## src/rtl/perf_pkg.sv

```systemverilog
// Shared types and constants for the pipeline performance monitor.
// Holds the monitor FSM encoding and the read-select encoding used by the host.
package perf_pkg;

    typedef enum logic [1:0] {
        ST_IDLE = 2'd0,
        ST_RUN  = 2'd1,
        ST_DONE = 2'd2
    } perf_state_e;

    localparam logic [1:0] SEL_CYCLES  = 2'd0;
    localparam logic [1:0] SEL_STALLS  = 2'd1;
    localparam logic [1:0] SEL_FLUSHES = 2'd2;
    localparam logic [1:0] SEL_RETIRED = 2'd3;

endpackage

```

## src/rtl/sat_counter.sv

```systemverilog
// Saturating up-counter: synchronous clear beats increment, holds at all-ones.
module sat_counter #(
    parameter int W = 32
) (
    input  logic         clk,
    input  logic         rst_n,
    input  logic         clr,
    input  logic         inc,
    output logic [W-1:0] count
);

    logic [W-1:0] count_q;
    logic [W-1:0] count_d;

    // NOTE: every variable assigned in always_comb gets a default first, so no latch is inferred.
    always_comb begin
        count_d = count_q;
        if (clr) begin
            count_d = '0;
        end else if (inc && (count_q != '1)) begin
            count_d = count_q + 1'b1;
        end
    end

    // NOTE: sequential state uses non-blocking assignments so every flop samples pre-edge values.
    always_ff @(posedge clk or negedge rst_n) begin
        if (!rst_n) begin
            count_q <= '0;
        end else begin
            count_q <= count_d;
        end
    end

    assign count = count_q;

endmodule

```

## src/rtl/pipeline_perf_monitor.sv

```systemverilog
// Performance monitor for the five-stage CPU: counts run cycles, load-use stalls,
// flushes and (with PERF_RETIRE_EN defined) retired instructions, behind a registered read port.
module pipeline_perf_monitor
    import perf_pkg::*;
#(
    parameter int CNT_W      = 32,
    parameter int MAX_CYCLES = 30
) (
    input  logic             clk_i,
    input  logic             rst_i,
    input  logic             start_i,
    input  logic             clear_i,
    input  logic             bubble_i,
    input  logic             jump_i,
    input  logic             branch_i,
    input  logic             flush1_i,
    input  logic             flush2_i,
    input  logic             wb_valid_i,
    input  logic [1:0]       sel_i,
    output logic [CNT_W-1:0] data_o,
    output logic             running_o,
    output logic             done_o
);

    localparam logic [CNT_W-1:0] LAST_CYCLE = CNT_W'(MAX_CYCLES - 1);

    perf_state_e      state_q;
    perf_state_e      state_d;
    logic [CNT_W-1:0] data_q;
    logic [CNT_W-1:0] data_d;

    logic [CNT_W-1:0] cycles_cnt;
    logic [CNT_W-1:0] stalls_cnt;
    logic [CNT_W-1:0] flushes_cnt;
    logic [CNT_W-1:0] retired_cnt;

    logic in_run;
    logic budget_hit;
    logic stall_ev;
    logic flush_ev;

    assign in_run     = (state_q == ST_RUN);
    // The budget edge is the one on which the cycle counter steps onto MAX_CYCLES.
    assign budget_hit = (MAX_CYCLES != 0) && (cycles_cnt == LAST_CYCLE);
    // A bubble coinciding with a jump/branch is a control flush, not a load-use stall.
    assign stall_ev   = in_run & bubble_i & ~jump_i & ~branch_i;
    assign flush_ev   = in_run & (flush1_i | flush2_i);

    always_ff @(posedge clk_i or negedge rst_i) begin
        if (!rst_i) begin
            state_q <= ST_IDLE;
        end else begin
            state_q <= state_d;
        end
    end

    always_comb begin
        state_d = state_q;
        if (clear_i) begin
            state_d = ST_IDLE;
        end else begin
            unique case (state_q)
                ST_IDLE: if (start_i) state_d = ST_RUN;
                ST_RUN: begin
                    if (budget_hit)    state_d = ST_DONE;
                    else if (!start_i) state_d = ST_IDLE;
                end
                ST_DONE: state_d = ST_DONE;
                default: state_d = ST_IDLE;
            endcase
        end
    end

    always_comb begin
        running_o = (state_q == ST_RUN);
        done_o    = (state_q == ST_DONE);
    end

    sat_counter #(.W(CNT_W)) u_cycles (
        .clk(clk_i), .rst_n(rst_i), .clr(clear_i), .inc(in_run), .count(cycles_cnt)
    );

    sat_counter #(.W(CNT_W)) u_stalls (
        .clk(clk_i), .rst_n(rst_i), .clr(clear_i), .inc(stall_ev), .count(stalls_cnt)
    );

    sat_counter #(.W(CNT_W)) u_flushes (
        .clk(clk_i), .rst_n(rst_i), .clr(clear_i), .inc(flush_ev), .count(flushes_cnt)
    );

`ifdef PERF_RETIRE_EN
    sat_counter #(.W(CNT_W)) u_retired (
        .clk(clk_i), .rst_n(rst_i), .clr(clear_i), .inc(in_run & wb_valid_i), .count(retired_cnt)
    );
`else
    logic unused_wb_valid;
    assign unused_wb_valid = wb_valid_i;
    assign retired_cnt     = '0;
`endif

    always_comb begin
        data_d = '0;
        unique case (sel_i)
            SEL_CYCLES:  data_d = cycles_cnt;
            SEL_STALLS:  data_d = stalls_cnt;
            SEL_FLUSHES: data_d = flushes_cnt;
            SEL_RETIRED: data_d = retired_cnt;
            default:     data_d = '0;
        endcase
    end

    always_ff @(posedge clk_i or negedge rst_i) begin
        if (!rst_i) begin
            data_q <= '0;
        end else begin
            data_q <= data_d;
        end
    end

    assign data_o = data_q;

endmodule

```

## config.mk

```make
export PLATFORM = sky130hd
export DESIGN_NAME = pipeline_perf_monitor
export DESIGN_NICKNAME = d
export VERILOG_FILES = /design/src/rtl/perf_pkg.sv /design/src/rtl/sat_counter.sv /design/src/rtl/pipeline_perf_monitor.sv
export SDC_FILE = /design/constraint.sdc
export NUM_CORES = 1
export LEC_CHECK = 0
export ABC_AREA = 1
export ABC_CLOCK_PERIOD_IN_PS = 2050
export BUFFER_PORTS_ARGS = -buffer_cell sky130_fd_sc_hd__buf_2
export CAP_MARGIN = 20
export CORE_MARGIN = 10
export CORE_UTILIZATION = 56
export CTS_CLUSTER_SIZE = 20
export DETAILED_ROUTE_END_ITERATION = 8
export HOLD_SLACK_MARGIN = 0.1
export PLACE_DENSITY = 0.77
export SYNTH_ARGS = -nofsm -noshare
export SYNTH_HDL_FRONTEND = slang
export SYNTH_HIERARCHICAL = 1
export SYNTH_SLANG_ARGS = --single-unit
```

## constraint.sdc

```tcl
create_clock -name clk_i -period 2.05 [get_ports clk_i]
set_input_delay 0 -clock clk_i [delete_from_list [all_inputs] [get_ports clk_i]]
set_output_delay 0 -clock clk_i [all_outputs]
set_load 0.03 [all_outputs]
```

== Yosys cells after proc, flatten, opt, wreduce, memory -nomap -nowiden ==
Cells that the tools add are included.
Operators by class
  add/sub/neg operators: 3
  equal/unequal tests: 11
  multiplexer cells: 12
  bitwise gates (word level): 7
  reduce and logical (&&, ||, !) cells: 9
Operators with widths (count)
  $mux 32: 6
  $pmux 32 s4: 1
  $add 32x1->32 const B: 3
  $ne 32x32->1 const B: 3
  $eq 32x5->1 const B: 1
  $mux 2: 4
  $eq 2x2->1 const B: 3
  $pmux 2 s3: 1
  $reduce_bool 2->1: 3
  $and 1x1->1: 4
  $eq 2x1->1 const B: 2
  $logic_not 2->1: 2
  $ne 4x3->1 const B: 1
  $logic_and 1x1->1: 3
  $ne 3x3->1 const B: 1
  $not 1->1: 2
  $reduce_and 2->1: 1
  $or 1x1->1: 1
Storage, ports and cells
  bits in registers: 130
  bits of input ports: 12
  output and inout port bits: 34
  word-level logic and storage cells: 47

== Longest topological paths before layout ==
  depth in word-level cells: 7
  mapped depth: 12

== Hierarchy ==
The synthesis kept the hierarchy.
By module, submodules not included
  sat_counter: times used 3, cells an instance 345, area an instance 2243.4 sq um, sequential area each 800.8 sq um
  pipeline_perf_monitor: times used 1, cells an instance 243, area an instance 1721.7 sq um, sequential area each 850.8 sq um

== Worst setup path before layout ==
OpenSTA, ideal clock, no wires.
  kind: reg2reg
  from: register state_q[0]
  to: register u_stalls.count_q[25] (netlist: u_stalls/count[25])
  setup time: 65 ps
  data arrival time: 2438 ps
  required time: 1985 ps
  path slack: -453 ps
  stages on the path, launching flop included: 10
  period minus slack after synthesis: 2503 ps
  cells stage by stage: dfrtp_1 inv_1 nor2_1 nand2_1 nor3_1 inv_1 a21oi_1 buf_2 nand4_1 nand2_1
On the way
  cells in the longest elaborated chain, start to end: 6
Ends and longest elaborated chain
  from (decl): line pipeline_perf_monitor.sv:27  | perf_state_e state_q;
  from (signal assigned): line pipeline_perf_monitor.sv:53  | state_q <= state_d;
  $eq 2x1->1
  named net running_o: line pipeline_perf_monitor.sv:21  | output logic running_o,
  $and 1x1->1 (3 in series): line pipeline_perf_monitor.sv:46  | assign stall_ev = in_run & bubble_i & ~jump_i & ~branch_i;
  named net stall_ev: line pipeline_perf_monitor.sv:39  | logic stall_ev;
  $logic_and 1x1->1: line sat_counter.sv:20  | end else if (inc && (count_q != '1)) begin
  $reduce_bool 2->1 (no source line)
  to (signal assigned): line sat_counter.sv:30  | count_q <= count_d;
  to (decl): line sat_counter.sv:12  | logic [W-1:0] count_q;
The timed path passes the listed nets, and every way through them passes these cells.
A chain may end at the register's enable or synchronous reset.

== Worst setup path after layout ==
  from: register u_stalls.count_q[1] (netlist: u_stalls/count[1])
  to: register u_stalls.count_q[10] (netlist: u_stalls/count[10])
On the way
  cells in the longest elaborated chain, start to end: 3
  elaborated cells between the ends (all ways): 6
Ends and longest elaborated chain (line)
  $add 32x1->32 / $ne 32x32->1 (equally long branches): sat_counter.sv:21, sat_counter.sv:20
  $mux 32 / $logic_and 1x1->1 (equally long branches): sat_counter.sv:20
  $mux 32 / $reduce_bool 2->1 (equally long branches)
Parallel ways exist; a longest one is shown, timed or not. The select of a mux whose other input is x is not followed.

==> impl_results.rst <==
.. list-table::
   :header-rows: 1

   * - Metric
     - Value
   * - Outcome
     - complete, no violations
   * - Top sig layer
     - met4
   * - Data arrival time of the critical path
     - approximately 2.2 ns
   * - Library cell appearing most often on the critical path
     - sky130_fd_sc_hd__nand2_4
   * - Total routing usage reported by global routing
     - around a quarter
   * - Clock buffers created by TritonCTS
     - 17
   * - Core Region
     - between 10000 and 15000 um^2
   * - Sum of negative setup slack
     - 0 ns
   * - Met2 wirelength from detailed routing
     - approximately 11 mm
   * - Critical-path cell with the highest stage delay
     - sky130_fd_sc_hd__dfrtp_1
   * - Post-Synthesis Cells
     - between 1000 and 1500
   * - Ports
     - between 40 and 50
   * - Fillers
     - ~1300
   * - Total number of nets in the final design
     - between 1000 and 1500
   * - Met1 Routed Length
     - roughly 11 mm
   * - HP Class
     - in -> reg
   * - Wire length of the first global-routing pass
     - about 40 mm
   * - Pre-CTS setup slack
     - roughly 0.15 ns
   * - Clk sinks
     - 130
   * - Footprint of the flip-flops and latches
     - roughly 3300 um^2
   * - Overflow after GRT
     - 0
   * - Clk slew on worst S/H paths
     - roughly 0.06 ns
   * - Smallest setup slack after layout
     - around 0.13 ns
   * - Least-Margin Pin Slew
     - around 0.72 ns
   * - Synthesized flop and latch total
     - between 100 and 150
   * - Multi-input gate area in the final layout
     - between 4000 and 5000 um^2
   * - Delay-heaviest family, CP
     - simple AND/OR/NAND/NOR gates
   * - Wirelength per Cell
     - about 16 um
   * - Main area contributors after synthesis
     - sky130_fd_sc_hd__dfrtp_1, sky130_fd_sc_hd__nand2_1, sky130_fd_sc_hd__nand3_1
   * - Period Utilization, post-route
     - 93.9%
   * - Longest individual stage delay on the worst path
     - between 0.4 and 0.5 ns
   * - Average size of a mapped cell
     - about 6.6 um^2
   * - Final HPWL from detailed placement
     - approximately 18 mm
   * - Post-route design area
     - around 10000 um^2
   * - Met3 routed WL
     - 1.88 mm
   * - Maximum VDD drop
     - roughly 590 uV
   * - Layout cells sized above 1
     - around 14%
   * - Clock Root Buffer
     - sky130_fd_sc_hd__clkbuf_16
   * - Count of distinct cell types in the synthesized netlist
     - 30
   * - Number of warning messages in the yosys log
     - 6
   * - Routed WL
     - between 20 and 25 mm
   * - Crit end category
     - register
   * - Buffers from clock root to sink, at most
     - 2
   * - Min-delay src
     - sel_i[0]
   * - Cell taking the most area after synthesis
     - sky130_fd_sc_hd__dfrtp_1
   * - Top-area cell type share of the netlist area
     - approximately two fifths
   * - Post-synthesis async set-or-reset flop share
     - 100%
   * - Die W
     - approximately 140 um
   * - Sequential area share after synthesis
     - about two fifths
   * - Number of placement rows
     - 44
   * - Cells traversed along the worst timing path
     - ha_1 -> nand2_2 -> nor2_4 -> nand2_4 -> nor2_8 -> nand2_4 -> nand2_8 -> nand2_4 -> buf_4 -> nand2_1 -> nand2_1
   * - Post-DRT Antenna Nets
     - 0
   * - Post-Route Hold Slack
     - 0.128 ns
   * - TritonCTS clock tree
     - done
   * - Worst slew margin relative to its limit
     - a little over half
   * - Vias in the first global route
     - ~8000
   * - Number of optimization iterations in the first detailed-route pass
     - 6
   * - Cell area power density
     - 636 nW/um^2
   * - Count of port buffers added during placement
     - 44
   * - Clock latency on the worst-skew pair
     - between 0.4 and 0.5 ns
   * - Final slew viol count
     - 0
   * - DP Area
     - just over 9000 um^2
   * - Final estimated routing congestion in global placement
     - 0.942
   * - Setup repair after global routing missed its margin
     - no
   * - Number of violations of the max-capacitance limit
     - 0
   * - Ant diodes
     - 0
   * - Dominant register cell in the synthesized netlist
     - sky130_fd_sc_hd__dfrtp_1
   * - Max Clk Rate
     - a little over 0.5 GHz
   * - Final setup fails
     - 0
   * - Source of the critical timing path
     - u_stalls/count[1]
   * - Initial core utilization
     - ~58%
   * - Maximum level of the CTS H-tree
     - 4
   * - Cell Area, Synth
     - 8450 um^2
   * - Worst Setup Path Type
     - reg -> reg
   * - Post-detailed-route DRC marker count
     - 0
   * - Signed area change from the synthesized netlist to the final layout
     - 17.0%
   * - Most used cells in the layout excluding fill and tap cells
     - sky130_fd_sc_hd__nand2_1, sky130_fd_sc_hd__nor2_1, sky130_fd_sc_hd__nand3_1
   * - Setup crit start kind
     - register
   * - Final hold viol count
     - 0
   * - Overall Power
     - 6.29 mW
   * - Most common cell after layout, fill and taps aside
     - sky130_fd_sc_hd__nand2_1
   * - Count of vias placed by the detailed router
     - around 8500
   * - Top fanout value on the critical path
     - 19
   * - Initial antenna violation count
     - 0
   * - Post-route minimum period
     - 1.92 ns
   * - DRC marker count from the first detailed-route iteration
     - roughly 1000
   * - Leak
     - 4.86 nW
   * - Detail-routed via count per cell
     - about 5.4
   * - Count of buffering cells on the critical path with inverters included
     - 1
   * - Die Y-Extent
     - between 100 and 150 um
   * - Number of flops mapped to enable cells by yosys
     - 0
   * - Die outline area
     - 20400 um^2
   * - Synthesized Nets
     - approximately 1300
   * - Critical Path RT
     - 2.36 ns
   * - Startpoint of the worst-slack reg-to-reg timing path
     - u_stalls/count[1]
   * - Largest net degree at the start of global routing
     - 52
   * - Clock skew
     - 0.0103 ns
==> final cells by class <==
class | count | share of cell area [%]
flip-flops and latches | 130 | 32.9
repair buffers | 112 | 7.89
well taps | 184 | 2.33
clock inverters | 9 | 1.52
multi-input cells | 996 | 45.8
inverters | 119 | 4.54
clock buffers | 23 | 5.04
==> cell families (layout without fill, tap and decap cells) <==
family / after synthesis / after routing / share of synthesized area (%)
AO/OA/AOI/OAI: 59 / 59 / 3.61
XOR/XNOR: 27 / 27 / 2.80
adder cells (fa/ha/maj): 3 / 3 / 0.444
buffers and inverters: 152 / 263 / 8.11
flip-flops: 130 / 130 / 38.5
AND/OR/NAND/NOR: 907 / 907 / 46.5
==> synth_stat cells (13+ instances only) <==
master	count
sky130_fd_sc_hd__nand2_1	520
sky130_fd_sc_hd__nor2_1	173
sky130_fd_sc_hd__nand3_1	137
sky130_fd_sc_hd__dfrtp_1	130
sky130_fd_sc_hd__inv_1	111
sky130_fd_sc_hd__o21ai_1	30
sky130_fd_sc_hd__nand4_1	24
sky130_fd_sc_hd__xor2_1	15
sky130_fd_sc_hd__a21oi_1	13
sky130_fd_sc_hd__nor2_2	13
==> routing by layer <==
layer	up-vias	track usage, %
li1	4192	-
met1	3948	32.8
met2	367	39.5
met3	42	4.61
met4	0	10.6
met5	-	0
==> stage by stage <==
step	util (%)	std cells
4_1_cts	67.4	1572
6_report	67.5	1573
2_1_floorplan	-	1278
3_5_place_dp	62.5	1533
5_1_grt	67.5	1573
3_3_place_gp	62.5	1533
==> report_power, final <==
group / switching, mW / total (mW) / internal, mW
clock network: 1.16 / 3.35 / 2.19
registers: 0.00657 / 2.58 / 2.58
logic: 0.269 / 0.358 / 0.0892
total: 1.43 / 6.29 / 4.86
==> registers in the layout, indices dropped and copies added, names as in the netlist <==
register	flops
u_stalls/count	32
u_cycles/count	32
state_q	2
u_flushes/count	32
data_o	32
==> worst register-to-register path, stage by stage (launching register included) <==
cell and delay (ns):
sky130_fd_sc_hd__dfrtp_1 0.41, sky130_fd_sc_hd__ha_1 0.23, sky130_fd_sc_hd__nand2_2 0.08, sky130_fd_sc_hd__nor2_4 0.19, sky130_fd_sc_hd__nand2_4 0.12, sky130_fd_sc_hd__nor2_8 0.17, sky130_fd_sc_hd__nand2_4 0.09, sky130_fd_sc_hd__nand2_8 0.10
sky130_fd_sc_hd__nand2_4 0.06, sky130_fd_sc_hd__buf_4 0.20, sky130_fd_sc_hd__nand2_1 0.09, sky130_fd_sc_hd__nand2_1 0.06
==> path summary, 6_finish.rpt <==
check	end	slack, ns	cells after the start
min in group asynchronous	u_stalls/count[3]	0.61	3
max reg2reg	u_stalls/count[10]	0.13	11
max in group asynchronous	u_cycles/count[3]	0.63	4
max	u_stalls/count[10]	0.13	11
min	data_o[8]	0.13	5
min reg2reg	u_stalls/count[1]	0.56	2
==> repair_timing <==
action                     in CTS  in global routing
resized for setup               0                  2
setup buffers                   0                  1
setup endpoints to repair       0                 29
hold buffers                    7                  0
hold endpoints to repair      145                  0
(Power assumes the default switching activity.)
